## src/rtl/alu_seq.sv

```systemverilog
// Registered multi-cycle ALU with START/BUSY/DONE handshake and status flags.
// Define ALU_MUL_EN to build the WIDTH-cycle shift-add multiplier for OP=111.
module alu_seq #(
   parameter int WIDTH = 8
) (
   input  logic             CLK,
   input  logic             CLR,
   input  logic             START,
   input  logic [2:0]       OP,
   input  logic [WIDTH-1:0] A,
   input  logic [WIDTH-1:0] B,
   output logic [WIDTH-1:0] S,
   output logic [WIDTH-1:0] S_HI,
   output logic             CF,
   output logic             ZF,
   output logic             NF,
   output logic             VF,
   output logic             BUSY,
   output logic             DONE
);

   localparam logic [2:0] OP_ADD = 3'b000;
   localparam logic [2:0] OP_SUB = 3'b001;
   localparam logic [2:0] OP_AND = 3'b010;
   localparam logic [2:0] OP_OR  = 3'b011;
   localparam logic [2:0] OP_XOR = 3'b100;
   localparam logic [2:0] OP_SHL = 3'b101;
   localparam logic [2:0] OP_SHR = 3'b110;
   localparam logic [2:0] OP_MUL = 3'b111;

   typedef enum logic {IDLE, EXEC} state_t;

   typedef struct packed {
      logic [WIDTH-1:0] s;
      logic             cf;
      logic             vf;
   } alu_res_t;

   // SUB reuses the adder as A + ~B + 1, so CF=1 means no borrow.
   function automatic alu_res_t alu_eval(input logic [2:0]       op,
                                         input logic [WIDTH-1:0] a,
                                         input logic [WIDTH-1:0] b);
      alu_res_t         r;
      logic [WIDTH-1:0] b_eff;
      logic [WIDTH:0]   sum;
      r     = '0;
      b_eff = (op == OP_SUB) ? ~b : b;
      sum   = {1'b0, a} + {1'b0, b_eff} + {{WIDTH{1'b0}}, (op == OP_SUB)};
      case (op)
         OP_ADD, OP_SUB: begin
            r.s  = sum[WIDTH-1:0];
            r.cf = sum[WIDTH];
            r.vf = (a[WIDTH-1] == b_eff[WIDTH-1]) && (sum[WIDTH-1] != a[WIDTH-1]);
         end
         OP_AND: r.s = a & b;
         OP_OR:  r.s = a | b;
         OP_XOR: r.s = a ^ b;
         OP_SHL: begin
            r.s  = {a[WIDTH-2:0], 1'b0};
            r.cf = a[WIDTH-1];
         end
         OP_SHR: begin
            r.s  = {1'b0, a[WIDTH-1:1]};
            r.cf = a[0];
         end
         default: r = '0;
      endcase
      return r;
   endfunction

   state_t           state;
   logic [2:0]       op_p0;
   logic [WIDTH-1:0] a_p0;
   logic [WIDTH-1:0] b_p0;
   alu_res_t         res;

   assign res = alu_eval(op_p0, a_p0, b_p0);

`ifdef ALU_MUL_EN
   localparam int                CNT_W    = $clog2(WIDTH);
   localparam logic [CNT_W-1:0] CNT_LAST = CNT_W'(WIDTH - 1);

   logic [CNT_W-1:0] mul_cnt;
   logic [WIDTH-1:0] mul_hi;
   logic [WIDTH-1:0] mul_lo;
   logic [WIDTH:0]   mul_add;
   logic [WIDTH-1:0] mul_hi_nxt;
   logic [WIDTH-1:0] mul_lo_nxt;
   logic [WIDTH-1:0] s_hi_q;

   // Right-shifting product register: multiplier bits leave mul_lo LSB first
   // while product bits enter from the top.
   always_comb begin
      mul_add    = {1'b0, mul_hi} + (mul_lo[0] ? {1'b0, a_p0} : {(WIDTH+1){1'b0}});
      mul_hi_nxt = mul_add[WIDTH:1];
      mul_lo_nxt = {mul_add[0], mul_lo[WIDTH-1:1]};
   end

   assign S_HI = s_hi_q;
`else
   assign S_HI = '0;
`endif

   always_ff @(posedge CLK) begin
      if (CLR) begin
         state <= IDLE;
         BUSY  <= 1'b0;
         DONE  <= 1'b0;
         S     <= '0;
         CF    <= 1'b0;
         ZF    <= 1'b0;
         NF    <= 1'b0;
         VF    <= 1'b0;
`ifdef ALU_MUL_EN
         s_hi_q <= '0;
`endif
      end else begin
         case (state)
            // accept stage: operands captured here are the only ones used
            IDLE: begin
               DONE <= 1'b0;
               if (START) begin
                  op_p0 <= OP;
                  a_p0  <= A;
                  b_p0  <= B;
                  BUSY  <= 1'b1;
                  state <= EXEC;
`ifdef ALU_MUL_EN
                  mul_hi  <= '0;
                  mul_lo  <= B;
                  mul_cnt <= '0;
`endif
               end
            end
            // execute stage: results and flags only change on completion
            EXEC: begin
`ifdef ALU_MUL_EN
               if (op_p0 == OP_MUL) begin
                  mul_hi  <= mul_hi_nxt;
                  mul_lo  <= mul_lo_nxt;
                  mul_cnt <= mul_cnt + 1'b1;
                  if (mul_cnt == CNT_LAST) begin
                     S      <= mul_lo_nxt;
                     s_hi_q <= mul_hi_nxt;
                     CF     <= |mul_hi_nxt;
                     VF     <= |mul_hi_nxt;
                     ZF     <= ~|{mul_hi_nxt, mul_lo_nxt};
                     NF     <= 1'b0;
                     DONE   <= 1'b1;
                     BUSY   <= 1'b0;
                     state  <= IDLE;
                  end
               end else begin
                  s_hi_q <= '0;
`else
               begin
`endif
                  S     <= res.s;
                  CF    <= res.cf;
                  VF    <= res.vf;
                  ZF    <= (res.s == '0);
                  NF    <= res.s[WIDTH-1];
                  DONE  <= 1'b1;
                  BUSY  <= 1'b0;
                  state <= IDLE;
               end
            end
            default: state <= IDLE;
         endcase
      end
   end

endmodule
```

## config.mk

```make
export PLATFORM = sky130hd
export DESIGN_NAME = alu_seq
export DESIGN_NICKNAME = d
export VERILOG_FILES = /design/src/rtl/alu_seq.sv
export SDC_FILE = /design/constraint.sdc
export NUM_CORES = 1
export LEC_CHECK = 0
export ABC_AREA = 1
export CAP_MARGIN = 10
export CORE_MARGIN = 3
export CORE_UTILIZATION = 55
export DETAILED_ROUTE_END_ITERATION = 16
export PLACE_DENSITY = 0.93
export SYNTH_ARGS = -nofsm -noshare
export SYNTH_HDL_FRONTEND = slang
export SYNTH_SLANG_ARGS = --single-unit
```

## constraint.sdc

```tcl
create_clock -name CLK -period 5.4 [get_ports CLK]
set_clock_uncertainty 0.1 [all_clocks]
set_input_delay 1.08 -clock CLK [delete_from_list [all_inputs] [get_ports CLK]]
set_output_delay 1.08 -clock CLK [all_outputs]
set_load 0.1 [all_outputs]
```

==> reports/metrics.csv, run 1 <==
metric,value,unit
fillerInstances,296,
final_hold_viol_count,0,
switchingPower,0.212,mW
post-route-period-util,0.567,
vias,1904,
hold_path.startpoint,ZF,
design.core.area,3830,µm²
ys_ff_latch,33,
critPathCaptureType,register,
io_buffers,35,
setup_viol,0,
slew_violations,0,
clk_latency,280,ps
start_kind,input port,
cp_max_fo,19,
cp.arrival,2870,ps
max_freq,326,MHz
drtIter0Drc,130,
dp.cells,357,
areaGrowthSynthToFinish,19.2,%
die-area,4980,µm²
layout_min_cycle_time,3060,ps
yosys_warnings,0,
ant_nets,0,
die_height,70.5,µm
ys_seq_area_frac,0.371,
final_cells,365,
timing.hold.ws,362,ps
clk_pin_slew,70,ps
tightest_slew,972,ps
detail_route.wl_per_cell,13.1,µm
multi_input_area,1180,µm²
clock-sinks,33,
final-seq-area,851,µm²
diodes,0,
grt_pass1_vias,1774,
htreeDepth,2,
cp-startpoint,CLR,
critical_path_class,in -> reg,
rsz0062_at_grt,false,
cp.required,5210,ps
cts_tree,yes,
dpl.hpwl,3.77,mm
numCtsBuffers,5,
gp_congestion,0.930,
grt_max_degree,20,
synth_cells,281,
total_leakage_power,1.29,nW
sw_frac_of_total,0.316,
avgSynthCellArea,8.15,µm²
cts_root_buffer,clkbuf_8,
rows,22,
hold_class,reg -> reg,
relSlewSlack,0.350,
fin_setup_tns,0,ps
initial_core_util,0.599,
grt_pass1_wl,8.00,mm
combPwrFrac,0.247,
gr-total-overflow,0,
viasPerCell,5.22,
ir_drop,0.275,mV
grt_usage,0.203,
postCtsSetupRepairBufs,0,
internal-power,0.460,mW
dr.pass1.iters,4,
routed_wl,4.76,mm
synth_area,2290,µm²
post-route-drc-count,0,
pwr_density_cell,246,nW/µm²
place_ws,2010,ps
status,finished clean,
cap_viol_max_count,0,
reg2reg_from,op_p0[2],
pwr-share-seq,0.429,
drive_gt1_frac,0.0599,
setup_slack,2340,ps
clk_path_buf_depth,2,
power.share.clock,0.324,
ys_types,38,
final_common_cell,nand2_1,
io_pins,44,
final_nets,363,
die_w,70.5,µm
cts_hold_buffers,0,
mostFrequentLayoutCells,"nand2_1 (65), inv_1 (45), clkdlybuf4s50_1 (35), nand3_1 (24), ha_1 (24)",
post_cts_resized,0,
antenna_found_initial,0,
synth_stat cells:
| cell type | n | share of area |
|---|---|---|
| buf_4 | 9 | 0.029 |
| a21oi_1 | 7 | 0.015 |
| nand2_2 | 3 | 0.0082 |
| nand2_4 | 3 | 0.015 |
| o211ai_1 | 1 | 0.0033 |
| o21bai_1 | 1 | 0.0033 |
| nand3_4 | 1 | 0.0076 |
| xor2_1 | 9 | 0.034 |
| o21ai_1 | 1 | 0.0022 |
| nand3_2 | 1 | 0.0044 |
| o21ai_0 | 7 | 0.015 |
| fa_1 | 1 | 0.0087 |
| nor3_1 | 4 | 0.0087 |
| edfxtp_1 | 19 | 0.25 |
| nor2_1 | 13 | 0.021 |
| o211ai_2 | 1 | 0.0055 |
| inv_1 | 45 | 0.074 |
| a31oi_1 | 1 | 0.0027 |
| inv_2 | 1 | 0.0016 |
| clkbuf_1 | 1 | 0.0016 |
| o21a_1 | 1 | 0.0033 |
| a21boi_0 | 1 | 0.0033 |
| buf_6 | 1 | 0.0049 |
| buf_2 | 2 | 0.0044 |
| inv_4 | 1 | 0.0027 |
| conb_1 | 1 | 0.0016 |
| a22o_1 | 1 | 0.0038 |
| ha_1 | 24 | 0.13 |
| buf_8 | 1 | 0.0066 |
| o221ai_1 | 1 | 0.0038 |
| dfxtp_1 | 14 | 0.12 |
| nand4_1 | 9 | 0.025 |
| nand3_1 | 24 | 0.052 |
| nor2_2 | 1 | 0.0027 |
| o22ai_1 | 2 | 0.0055 |
| o2bb2ai_1 | 1 | 0.0038 |
| nand2_1 | 65 | 0.11 |
| and2_1 | 2 | 0.0055 |
per-layer routing:
layer	GRT usage	wire, µm	vias to the layer above
li1	-	-	965
met1	0.248	2070	861
met2	0.339	2280	69
met3	0.0568	300	9
met4	0.0814	114	0
met5	0	0	-
critical path, cell delays in order:
cell and delay, ps:
clkdlybuf4s50_1 450, nor2_1 580, and2_1 760
registers in the layout, summed over array words and instances (netlist names):
signal  cells
BUSY        1
CF          1
DONE        1
S           8
VF          1
ZF          1
a_p0        8
b_p0        8
op_p0       3
state       1
power groups by stage:
stage	sequential (mW)	clock (mW)	combinational (mW)
3_5_place_dp	0.293	0	0.164
6_report	0.288	0.218	0.166
4_1_cts	0.288	0.222	0.165
3_3_place_gp	0.293	0	0.160
2_1_floorplan	0.319	0	0.103
5_1_grt	0.289	0.235	0.181
final timing paths:
path              depth (start not counted)  slack (ps)      end
setup / recovery                          3        2340  b_p0[2]
hold / removal                            2         360       ZF
setup reg to reg                         14        2340       ZF
hold reg to reg                           2         360       ZF
through the flow:
| stage | power, mW | cell area, µm² | utilization |
|---|---|---|---|
| after floorplan | 0.421 | 2320 | - |
| after global placement | 0.452 | 2620 | 0.685 |
| after detailed placement | 0.457 | 2620 | 0.685 |
| after CTS | 0.675 | 2730 | 0.714 |
| after global routing | 0.705 | 2730 | 0.714 |
| final | 0.672 | 2730 | 0.714 |
kinds of logic after synthesis:
group / after synthesis / share of synthesized area
other: 1 / 0.00164
XOR/XNOR: 9 / 0.0344
AND/OR/NAND/NOR: 126 / 0.257
buffers and inverters: 61 / 0.125
adder cells (fa/ha/maj): 25 / 0.140
flip-flops: 33 / 0.371
AO/OA/AOI/OAI: 26 / 0.0710
final cells by class:
class / instances / share of cell area
tap: 48 / 0.0220
clock buffer: 8 / 0.0408
timing repair buffer: 35 / 0.128
multi-input combinational: 194 / 0.432
inverter: 47 / 0.0655
sequential: 33 / 0.311
Power figures use the tool's default switching activity.
==> run 2, diff against run 1 <==
Settings changed: CORE_UTILIZATION 55 to 47, PLACE_DENSITY 0.93 to 0.85.
Clock period 5.4 ns to 2.68 ns, I/O delays scaled along.
==> reports/metrics.csv, run 2 (synthesized netlist as in run 1, its figures left out) <==
metric,value,unit
slew_violations,0,
setup_viol,0,
ir_drop,0.307,mV
final_nets,375,
critical_path_class,reg -> reg,
numCtsBuffers,5,
status,finished clean,
die_height,75.8,µm
reg_top3,"S: 8 flops, a_p0: 8 flops, b_p0: 8 flops",
htreeDepth,2,
io_pins,44,
grt_pass1_wl,8.18,mm
dr.pass1.iters,5,
power.share.clock,0.276,
ant_nets,0,
gr-total-overflow,0,
viasPerCell,4.93,
hold_class,reg -> reg,
grt_max_degree,20,
pwr-share-seq,0.448,
dpl.hpwl,3.92,mm
clock-sinks,33,
vias,1943,
dp.cells,380,
critPathCaptureType,register,
internal-power,0.850,mW
initial_core_util,0.505,
drtIter0Drc,117,
ff2ff_setup_slack,270,ps
grt_usage,0.191,
io_buffers,35,
start_kind,register,
switchingPower,0.435,mW
r2r_end,ZF,
die-area,5750,µm²
total_leakage_power,1.36,nW
cts_root_buffer,clkbuf_8,
post-route-drc-count,0,
grt_pass1_vias,1816,
clk_pin_slew,70,ps
rows,24,
die_w,75.8,µm
sw_frac_of_total,0.339,
power,1.29,mW
cap_viol_max_count,0,
diodes,0,
areaGrowthSynthToFinish,23.3,%
post-route-period-util,0.900,
final_common_cell,nand2_1,
reg2reg_from,op_p0[2],
fillerInstances,390,
cp.arrival,2550,ps
clk_path_buf_depth,2,
antenna_found_initial,0,
final_hold_viol_count,0,
clk_latency,280,ps
cts_tree,yes,
combPwrFrac,0.276,
drive_gt1_frac,0.158,
cts_hold_buffers,0,
pwr_density_cell,455,nW/µm²
cp.required,2820,ps
routed_wl,4.89,mm
endpoint,ZF,
cp_max_fo,6,
gp_congestion,0.912,
design.core.area,4530,µm²
max_freq,415,MHz
ff2ff_path_depth,14,
mostFrequentLayoutCells,"nand2_1 (65), inv_1 (44), buf_4 (25), nand3_1 (24), ha_1 (23)",
detail_route.wl_per_cell,12.4,µm
layout_min_cycle_time,2410,ps
final_cells,394,
cp-startpoint,op_p0[2],
==> run 2: cell types whose count changed in the layout (fill, tap and decap cells not counted), moves of 2 or more <==
cell	delta
buf_4	+25
clkdlybuf4s50_1	-14
xor2_2	+2
nor2_2	+2
clkinv_2	+2
nor2_1	-2
xor2_1	-2
==> run 2: metrics by stage <==
| stage | hold slack, ps | instance area [µm²] | TNS [ps] | utilization | worst slack, ps |
|---|---|---|---|---|---|
| after CTS | 356 | 2740 | 0 | 0.603 | 144 |
| after global routing | 372 | 2830 | -13.5 | 0.623 | -13.5 |
| after floorplan | 393 | 2320 | 0 | - | 355 |
| after global placement | 339 | 2650 | 0 | 0.585 | 258 |
| after detailed placement | 343 | 2650 | 0 | 0.585 | 166 |
| final | 354 | 2830 | 0 | 0.623 | 269 |
==> run 2: worst max-delay path: stages (launching register included) <==
cell	delay [ps]
edfxtp_1	430
inv_4	110
nand3_4	120
xor2_2	190
fa_1	460
xor2_1	190
nand2_1	80
nand2_1	60
nor2_2	140
nand2_1	70
nor2_1	100
nand3_1	90
nor2_2	110
nand2_1	60
nand2_1	50
==> run 2: cell type report <==
cell class                 instances  area (µm²)  area share
multi-input combinational        194        1220       0.432
inverter                          47         179      0.0633
tap                               65        81.3      0.0288
clock inverter                     3        16.3     0.00576
clock buffer                       5        68.8      0.0244
sequential                        33         851       0.301
timing repair buffer              47         409       0.145
==> run 2: what timing repair did <==
item                                    4_1_cts  5_1_grt
gates resized for setup                       0        9
endpoints found under the setup margin        0        2
setup buffers                                 0        6
==> run 2: power groups by stage <==
stage,clock network [mW],logic (mW),registers [mW]
floorplan,0,0.207,0.642
global placement,0,0.333,0.585
detailed placement,0,0.340,0.586
CTS,0.368,0.342,0.575
global route,0.391,0.391,0.578
finish,0.355,0.355,0.576
==> run 2: worst min path at each step <==
stage | from | endpoint | slack (ps) | cells after the start
global placement | S[5] | S[5] | 340 | 2
finish | S[0] | S[0] | 350 | 2
detailed placement | S[0] | S[0] | 340 | 2
global route | S[0] | S[0] | 370 | 2
floorplan | state | DONE | 390 | 2
CTS | S[0] | S[0] | 360 | 2
==> run 2: routing by layer <==
layer / global-route usage / share of wire / vias to the layer above
met3: 0.0488 / 0.061 / 7
met4: 0.0893 / 0.019 / 0
li1: - / - / 991
met2: 0.305 / 0.50 / 74
met1: 0.240 / 0.42 / 871
met5: 0 / 0 / -
